$ cat src/rtl/instruction_cache.sv
// Direct-mapped, read-only instruction cache between the fetch PC and a
// 128-bit instruction memory. Hits return the word combinationally; a miss
// stalls the front end through IDLE -> MEM_READ -> UPDATE.
// Optional: define ICACHE_PERF_COUNT_EN to add hit_count / miss_count outputs.
module instruction_cache #(
  parameter int INDEX_BITS = 3,
  parameter int BLOCK_BITS = 128
) (
  input  logic                  clk,
  input  logic                  reset,
  input  logic [31:0]           address,
  output logic [31:0]           readdata,
  output logic                  busywait,
  input  logic                  flush,
  output logic                  mem_read,
  output logic [27:0]           mem_address,
  input  logic [BLOCK_BITS-1:0] mem_readdata,
  input  logic                  mem_busywait
`ifdef ICACHE_PERF_COUNT_EN
  ,
  output logic [31:0]           hit_count,
  output logic [31:0]           miss_count
`endif
);

  localparam int TAG_W = 28 - INDEX_BITS;
  localparam int LINES = 1 << INDEX_BITS;

  typedef enum logic [1:0] {IDLE, MEM_READ, UPDATE} state_t;

  state_t state, state_nxt;

  logic [LINES-1:0]      valid;
  logic [TAG_W-1:0]      tag_arr  [LINES];
  logic [BLOCK_BITS-1:0] data_arr [LINES];

  // Block address of the miss, held for the whole refill so a PC change
  // upstream cannot redirect it.
  logic [27:0]           miss_blk;
  logic [BLOCK_BITS-1:0] fill_buf;
  logic                  flush_pend;

  logic [1:0]            off;
  logic [INDEX_BITS-1:0] idx;
  logic [TAG_W-1:0]      tag;
  logic [INDEX_BITS-1:0] miss_idx;
  logic [TAG_W-1:0]      miss_tag;
  logic                  hit;
  logic                  flush_eff;
  logic [BLOCK_BITS-1:0] line;

  // Byte-offset bits are never used: fetch is always word aligned.
  wire unused_addr_lsb = &{1'b0, address[1:0]};

  assign off       = address[3:2];
  assign idx       = address[3+INDEX_BITS:4];
  assign tag       = address[31:4+INDEX_BITS];
  assign miss_idx  = miss_blk[INDEX_BITS-1:0];
  assign miss_tag  = miss_blk[27:INDEX_BITS];
  assign hit       = valid[idx] && (tag_arr[idx] == tag);
  assign flush_eff = flush || flush_pend;
  assign line      = data_arr[idx];

  // State register
  always_ff @(posedge clk or posedge reset) begin
    if (reset) state <= IDLE;
    else       state <= state_nxt;
  end

  // Next-state: flush (direct or deferred) outranks a miss in IDLE
  always_comb begin
    state_nxt = state;
    unique case (state)
      IDLE:     if (!flush_eff && !hit) state_nxt = MEM_READ;
      MEM_READ: if (!mem_busywait)      state_nxt = UPDATE;
      UPDATE:   state_nxt = IDLE;
      default:  state_nxt = IDLE;
    endcase
  end

  // Outputs: mem_read decodes the state register only, so it is glitch-free
  always_comb begin
    mem_read = (state == MEM_READ);
    busywait = 1'b1;
    if (state == IDLE) busywait = flush_eff || !hit;
    readdata = line[{off, 5'b0} +: 32];
    if (reset) begin
      busywait = 1'b0;
      readdata = '0;
    end
  end

  assign mem_address = miss_blk;

  // Valid bits, miss latch and deferred flush
  always_ff @(posedge clk or posedge reset) begin
    if (reset) begin
      valid      <= '0;
      miss_blk   <= '0;
      flush_pend <= 1'b0;
    end else begin
      if (state == IDLE && flush_eff)  valid <= '0;
      else if (state == UPDATE)        valid[miss_idx] <= 1'b1;
      if (state == IDLE)               flush_pend <= 1'b0;
      else if (flush)                  flush_pend <= 1'b1;
      if (state == IDLE && state_nxt == MEM_READ) miss_blk <= address[31:4];
    end
  end

  // Refill datapath; tag/data contents are meaningless until valid is set
  always_ff @(posedge clk) begin
    if (state == MEM_READ && !mem_busywait) fill_buf <= mem_readdata;
    if (state == UPDATE) begin
      data_arr[miss_idx] <= fill_buf;
      tag_arr[miss_idx]  <= miss_tag;
    end
  end

`ifdef ICACHE_PERF_COUNT_EN
  logic        prev_stall;
  logic [29:0] last_hit;
  logic        count_hit;
  logic        count_miss;

  assign count_hit  = (state == IDLE) && hit && !flush_eff &&
                      (prev_stall || address[31:2] != last_hit);
  assign count_miss = (state == IDLE) && (state_nxt == MEM_READ);

  // Saturating counters; a held PC under stall counts as one hit
  always_ff @(posedge clk or posedge reset) begin
    if (reset) begin
      hit_count  <= '0;
      miss_count <= '0;
      prev_stall <= 1'b1;
      last_hit   <= '0;
    end else begin
      prev_stall <= busywait;
      if (count_hit) last_hit <= address[31:2];
      if (flush) begin
        hit_count  <= '0;
        miss_count <= '0;
      end else begin
        if (count_hit  && hit_count  != 32'hFFFF_FFFF) hit_count  <= hit_count + 32'd1;
        if (count_miss && miss_count != 32'hFFFF_FFFF) miss_count <= miss_count + 32'd1;
      end
    end
  end
`endif

endmodule

$ cat config.mk
export PLATFORM = sky130hd
export DESIGN_NAME = instruction_cache
export DESIGN_NICKNAME = d
export VERILOG_FILES = /design/src/rtl/instruction_cache.sv
export SDC_FILE = /design/constraint.sdc
export NUM_CORES = 1
export LEC_CHECK = 0
export CAP_MARGIN = 20
export CORE_MARGIN = 2
export CORE_UTILIZATION = 55
export CTS_CLUSTER_SIZE = 8
export DETAILED_ROUTE_END_ITERATION = 6
export DONT_BUFFER_PORTS = 1
export PLACE_DENSITY_LB_ADDON = 0.1
export SLEW_MARGIN = 20
export SYNTH_ARGS = -nofsm -noshare
export SYNTH_HDL_FRONTEND = slang
export SYNTH_SLANG_ARGS = --single-unit
$ cat constraint.sdc
create_clock -name clk -period 18.35 [get_ports clk]
set_clock_uncertainty 0.2 [all_clocks]
set_input_delay 3.67 -clock clk [delete_from_list [all_inputs] [get_ports clk]]
set_output_delay 3.67 -clock clk [all_outputs]
set_load 0.02 [all_outputs]
# After elaboration in Yosys (flattened, before gate mapping)
# Memory sizes are Yosys's and may differ from the RTL's.
# Index checks and enable logic that the tools add are counted.
[word_totals]
wordCells = 46
n_memories = 2
ff_bits = 167
ram_bits = 1224
out_inout_bits = 62
latch_bits = 0
romBits = 0
[classes]
n_bitwise = 1
n_shift = 1
n_reduce_logical = 14
n_mul = 0
muxes = 16
addsub = 0
eq_ne = 4
n_div = 0
magnitude_cmp = 3
[mem_list]
columns = ["name", "depth", "word_bits", "rd", "rd_ports_with_merged_regs", "write_ports", "line", "source"]
rows = [
  ["data_arr", 8, 128, 1, 0, 1, "35", "logic [BLOCK_BITS-1:0] data_arr [LINES];"],
  ["tag_arr", 8, 25, 1, 0, 1, "34", "logic [TAG_W-1:0] tag_arr [LINES];"],
]
[ops]
columns = ["cell", "count"]
rows = [
  ["128-bit by 8-bit variable part select with 32-bit output", 1],
  ["32-bit two-way mux", 1],
  ["25-bit == test", 1],
  ["8-bit two-way mux", 2],
  ["3-bit by 4-bit < comparator with 1-bit output (second input constant)", 2],
  ["1-bit two-way mux", 8],
  ["8-bit bitwise OR", 1],
  ["1-bit logical AND", 6],
  ["2-bit by 1-bit == test with 1-bit output (second input constant)", 2],
  ["2-bit two-way mux", 2],
  ["2-bit one-hot mux with 2 select lines", 1],
  ["2-bit nonzero test", 2],
  ["1-bit binary-select mux with 3-bit select", 1],
  ["1-bit demux with 3-bit select", 1],
  ["3-bit by 1-bit >= comparator with 1-bit output (second input constant)", 1],
  ["1-bit zero test", 3],
  ["2-bit == test (second input constant)", 1],
  ["2-bit zero test", 1],
  ["1-bit logical OR", 2],
]

# Longest topological paths before layout
[logic_depth]
ltp_word = 9
ltp_mapped = 12

# Worst setup path after synthesis
# OpenSTA, ideal clock, no wires.
[synth_path]
path_type = "register to register"
start = "reg miss_blk[0] (netlist: mem_address[0])"
end = "mem data_arr[0][0] (enable)"
path_stages_with_launch = 4
setup_time_ps = 855
synth_period_minus_slack_ps = 12130
setup_slack_ps = 6220
arrival_ps = 11075
required_ps = 17295
path_buffers = 0
path_cell_list = "dfrtp_1 > inv_1 > nand3b_1 > nor3_1"
[synth_lines]
columns = ["item", "line", "source"]
rows = [
  ["from (decl)", "39", "logic [27:0] miss_blk;"],
  ["from (signal assigned)", "106", "if (state == IDLE && state_nxt == MEM_READ) miss_blk <= address[31:4];"],
  ["to (decl)", "35", ""],
]
# No word-level cell before the write port.

# Worst setup path in the final report
[layout_path]
start = "in address[5]"
end = "out busywait"
[layout_between]
elab_chain_cells = 7
[layout_lines]
columns = ["item", "line", "source"]
rows = [
  ["from (decl)", "11", "input logic [31:0] address,"],
  ["memory read 8 x 25 bit / 1-bit binary-select mux with 3-bit select (equally long branches)", "n/a", ""],
  ["25-bit == test / 1-bit two-way mux (equally long branches)", "60", "assign hit = valid[idx] && (tag_arr[idx] == tag);"],
  ["1-bit logical AND (*)", "60", ""],
  ["1-bit zero test (*)", "85", "if (state == IDLE) busywait = flush_eff || !hit;"],
  ["1-bit logical OR (*)", "85", ""],
  ["1-bit two-way mux (*)", "85", ""],
  ["1-bit two-way mux (*)", "87", "if (reset) begin"],
  ["to (decl)", "13", "output logic busywait,"],
]
# Every way passes the cells marked *; elsewhere a longest branch is shown, timed or not. The select of a mux whose other input is x is not followed.

==> qor.yml <==
floorplan:
  dieArea_um2: 98500
  rows: 113
  die_w_um: 314
  die-height_um: 314
  ios: 226
  core_area_um2: 95200
  start_util: 0.555
detailed_routing:
  drtAntennaViolNets: 0
  route.met2.wl_mm: 53.5
  route.top_layer_used: "met5"
  wl_met3_mm: 8.35
  totalWireLength_mm: 111
  via_count: 23400
  first_pass_iters: 5
  viasPerCell: 6.38
  wl_per_cell_um: 30.1
  wl_met1_mm: 46.1
  drtIter0Drc: 2384
  route.detailed.drc: 0
power_and_ir_drop:
  pwr-share-seq: 0.538
  intPower_mw: 5.90
  p_sw_frac: 0.223
  pwr-share-comb: 0.060
  ir_drop_mv: 0.0881
  p_switching_mw: 1.69
  clkPwrFrac: 0.402
  leakagePower_nw: 18.7
  power.density_nw_per_um2: 128
  p_total_mw: 7.59
synth:
  synth-seq-cells: 1391
  syn_nets: 2432
  synth_top_cell_area_share: 0.769
  synth_cells: 2268
  async_flop_share: 0.0280
  synth_simple_gate_area_frac: 0.0153
  synth_edf_count: 1352
  synth-compound-area-share: 0.0171
  yosysTopAreaCell: "edfxtp_1"
  syn-cell-area_um2: 52800
  synth_mux_area_frac: 0.165
  synth_fa_ha_area_frac: 0
  synthXorXnorAreaFrac: 0.00166
  synthTopCellsByArea: "edfxtp_1 (77%), mux4_2 (15%), dfrtp_1 (1.8%)"
  synth_top_family_by_area: "multiplexers"
  synth_area_per_cell_um2: 23.3
  seq_area_frac_synth: 0.787
  synth_flop_cell: "edfxtp_1"
  yosysUniqueCellTypes: 45
  yosys_warnings: 0
global_route:
  grt_max_degree: 305
  grt_pass1_wl_mm: 165
  grt_pass1_vias: 24800
  grt_antenna_before_repair: 29
  grt_overflow: 0
  grt_usage: 0.230
setup_path:
  critPathMaxFanout: 304
  cp_slowest_cell: "mux4_2"
  critPathLaunchType: "primary input"
  cp_cell_sequence: "mux4_2, mux2i_1, xor2_1, o21ai_1, or4_4, nor3_1, a21oi_1"
  critPathLaunch: "address[5]"
  worst-path-buf-inv: 0
  worstPathRequired_ns: 14.48
  endpoint_kind: "primary output"
  critPathArrivalTime_ns: 8.13
  cp.depth: 7
  r2r_setup_slack_ns: 14.16
  rr_worst_depth: 4
  crit_path_max_incr_delay_ns: 1.26
  worstSetupPathType: "primary input to primary output"
  critPathTopFamily: "multiplexers"
  rr_startpoint: "state[1]"
  r2r_end: "fill_buf[49]"
clock_network:
  cts-root-buf: "clkbuf_16"
  cts_made_buffers: 191
  clk_latency_ns: 0.76
  cts.reportedPaths.clkPinSlew_ns: 0.05
  cts_tree: "done"
  hold_buffers: 0
  cts.path.max_buffers: 3
  cts.repair.resized: 0
  htree_levels: 4
  postCtsSetupRepairBufs: 0
  clkSinkCount: 1391
min_path:
  worstHoldStart: "valid[4]"
  min_path_cells: 1
  hp-class: "register to register"
  hold_path_end: "valid[4]"
outcome:
  violations: "slew limit"
  outcome: "finished with violations"
timing:
  finalCriticalPeriod_ns: 12.00
  worstMarginPinSlew_ns: 2.22
  drv_slew: 181
  finalSetupViolCount: 0
  fmax_ghz: 0.0834
  rsz0062_at_grt: "false"
  final.setup.tns_ns: 0
  maxSlewHeadroom: -0.479
  finalHoldViolCount: 0
  post-route-period-util: 0.654
placed_design:
  dp_hpwl_mm: 54.6
  io_buffers: 0
  place_area_um2: 54200
  gp_congestion: 0.763
cells_and_area:
  nFillCells: 6337
  stdcell_area_um2: 59300
  post-route-util: 0.623
  fin_nets: 2533
  drive_gt1_frac: 0.250
  area_growth_pct: 12.3
flow_run:
  cap_viol_max_count: 0
-- layer usage --
layer / vias to the layer above / global-route usage
li1: 9828 / -
met1: 12600 / 0.322
met3: 208 / 0.0621
met4: 32 / 0.0691
met5: - / 0
met2: 780 / 0.362
-- cell usage in the layout, fill, tap and decap left out, drive strengths merged, types with 31 or more instances in the layout --
| master | count |
|---|---|
| mux4 | 342 |
| buf | 31 |
| nor3 | 31 |
| mux2i | 97 |
| nor2 | 44 |
| inv | 34 |
| edfxtp | 1352 |
| dfrtp | 39 |
| clkbuf | 218 |
-- layout make-up --
class	instances	area [um^2]	share of cell area
clock buffers	218	4940	0.0834
repair buffers	31	278	0.00468
flip-flops and latches	1391	41600	0.701
inverters	29	109	0.00184
well taps	1265	1580	0.0267
clock inverters	11	155	0.00262
diodes	5	12.5	0.000211
multi-input cells	725	10600	0.179
-- kinds of logic after synthesis --
group	after synthesis
DFF	1391
buffers and inverters	152
AOI/OAI and AO/OA	118
xor gates and xnor gates	10
and+or+nand+nor	152
muxes	445
-- power groups by stage --
| stage | Combinational (mW) | Sequential (mW) | Clock (mW) |
|---|---|---|---|
| after floorplan | 0.353 | 4.10 | 0 |
| after global placement | 0.447 | 4.12 | 0 |
| after detailed placement | 0.453 | 4.14 | 0 |
| after CTS | 0.455 | 4.09 | 3.12 |
| after global routing | 0.484 | 4.11 | 3.25 |
| final | 0.456 | 4.08 | 3.05 |
-- synthesized netlist by cell type, types with 3 or more instances --
| master | instances |
|---|---|
| o21a_1 | 8 |
| inv_1 | 29 |
| o211ai_1 | 30 |
| and3_1 | 5 |
| nor2_1 | 44 |
| nand2_1 | 7 |
| edfxtp_1 | 1352 |
| a22o_1 | 9 |
| o21ai_1 | 4 |
| nor2b_1 | 8 |
| a22oi_1 | 18 |
| buf_1 | 14 |
| mux2_2 | 6 |
| nand4_1 | 30 |
| nand3_1 | 6 |
| or3_1 | 6 |
| buf_4 | 5 |
| o22ai_1 | 3 |
| buf_6 | 7 |
| mux2i_1 | 97 |
| o311ai_1 | 28 |
| xor2_1 | 8 |
| nor3_1 | 31 |
| a21oi_1 | 5 |
| and2_1 | 3 |
| buf_2 | 33 |
| dfrtp_1 | 39 |
| mux4_2 | 342 |
| nand3b_1 | 4 |
| clkbuf_1 | 62 |
| o21ai_0 | 6 |
-- registers in the layout, summed over array words and instances (netlist names) --
| name | cells |
|---|---|
| tag_arr | 200 |
| data_arr | 1024 |
| fill_buf | 128 |
| state | 2 |
| mem_address | 28 |
| flush_pend | 1 |
| valid | 8 |
-- stage by stage --
step | hold slack, ns | setup slack [ns] | std cells
global placement | 0.268 | 8.09 | 3440
CTS | 0.290 | 8.07 | 3669
detailed placement | 0.279 | 8.08 | 3440
finish | 0.283 | 6.35 | 3675
floorplan | 0.259 | 6.22 | 2268
global route | 0.305 | 7.89 | 3671
-- how the worst max path moves through the flow --
stage	endpoint	slack (ns)
finish	busywait	6.35
global placement	busywait	8.09
global route	busywait	7.89
floorplan	data_arr[0][0]	6.22
detailed placement	busywait	8.08
CTS	busywait	8.07
No activity file was read; power rests on OpenSTA's default activity.
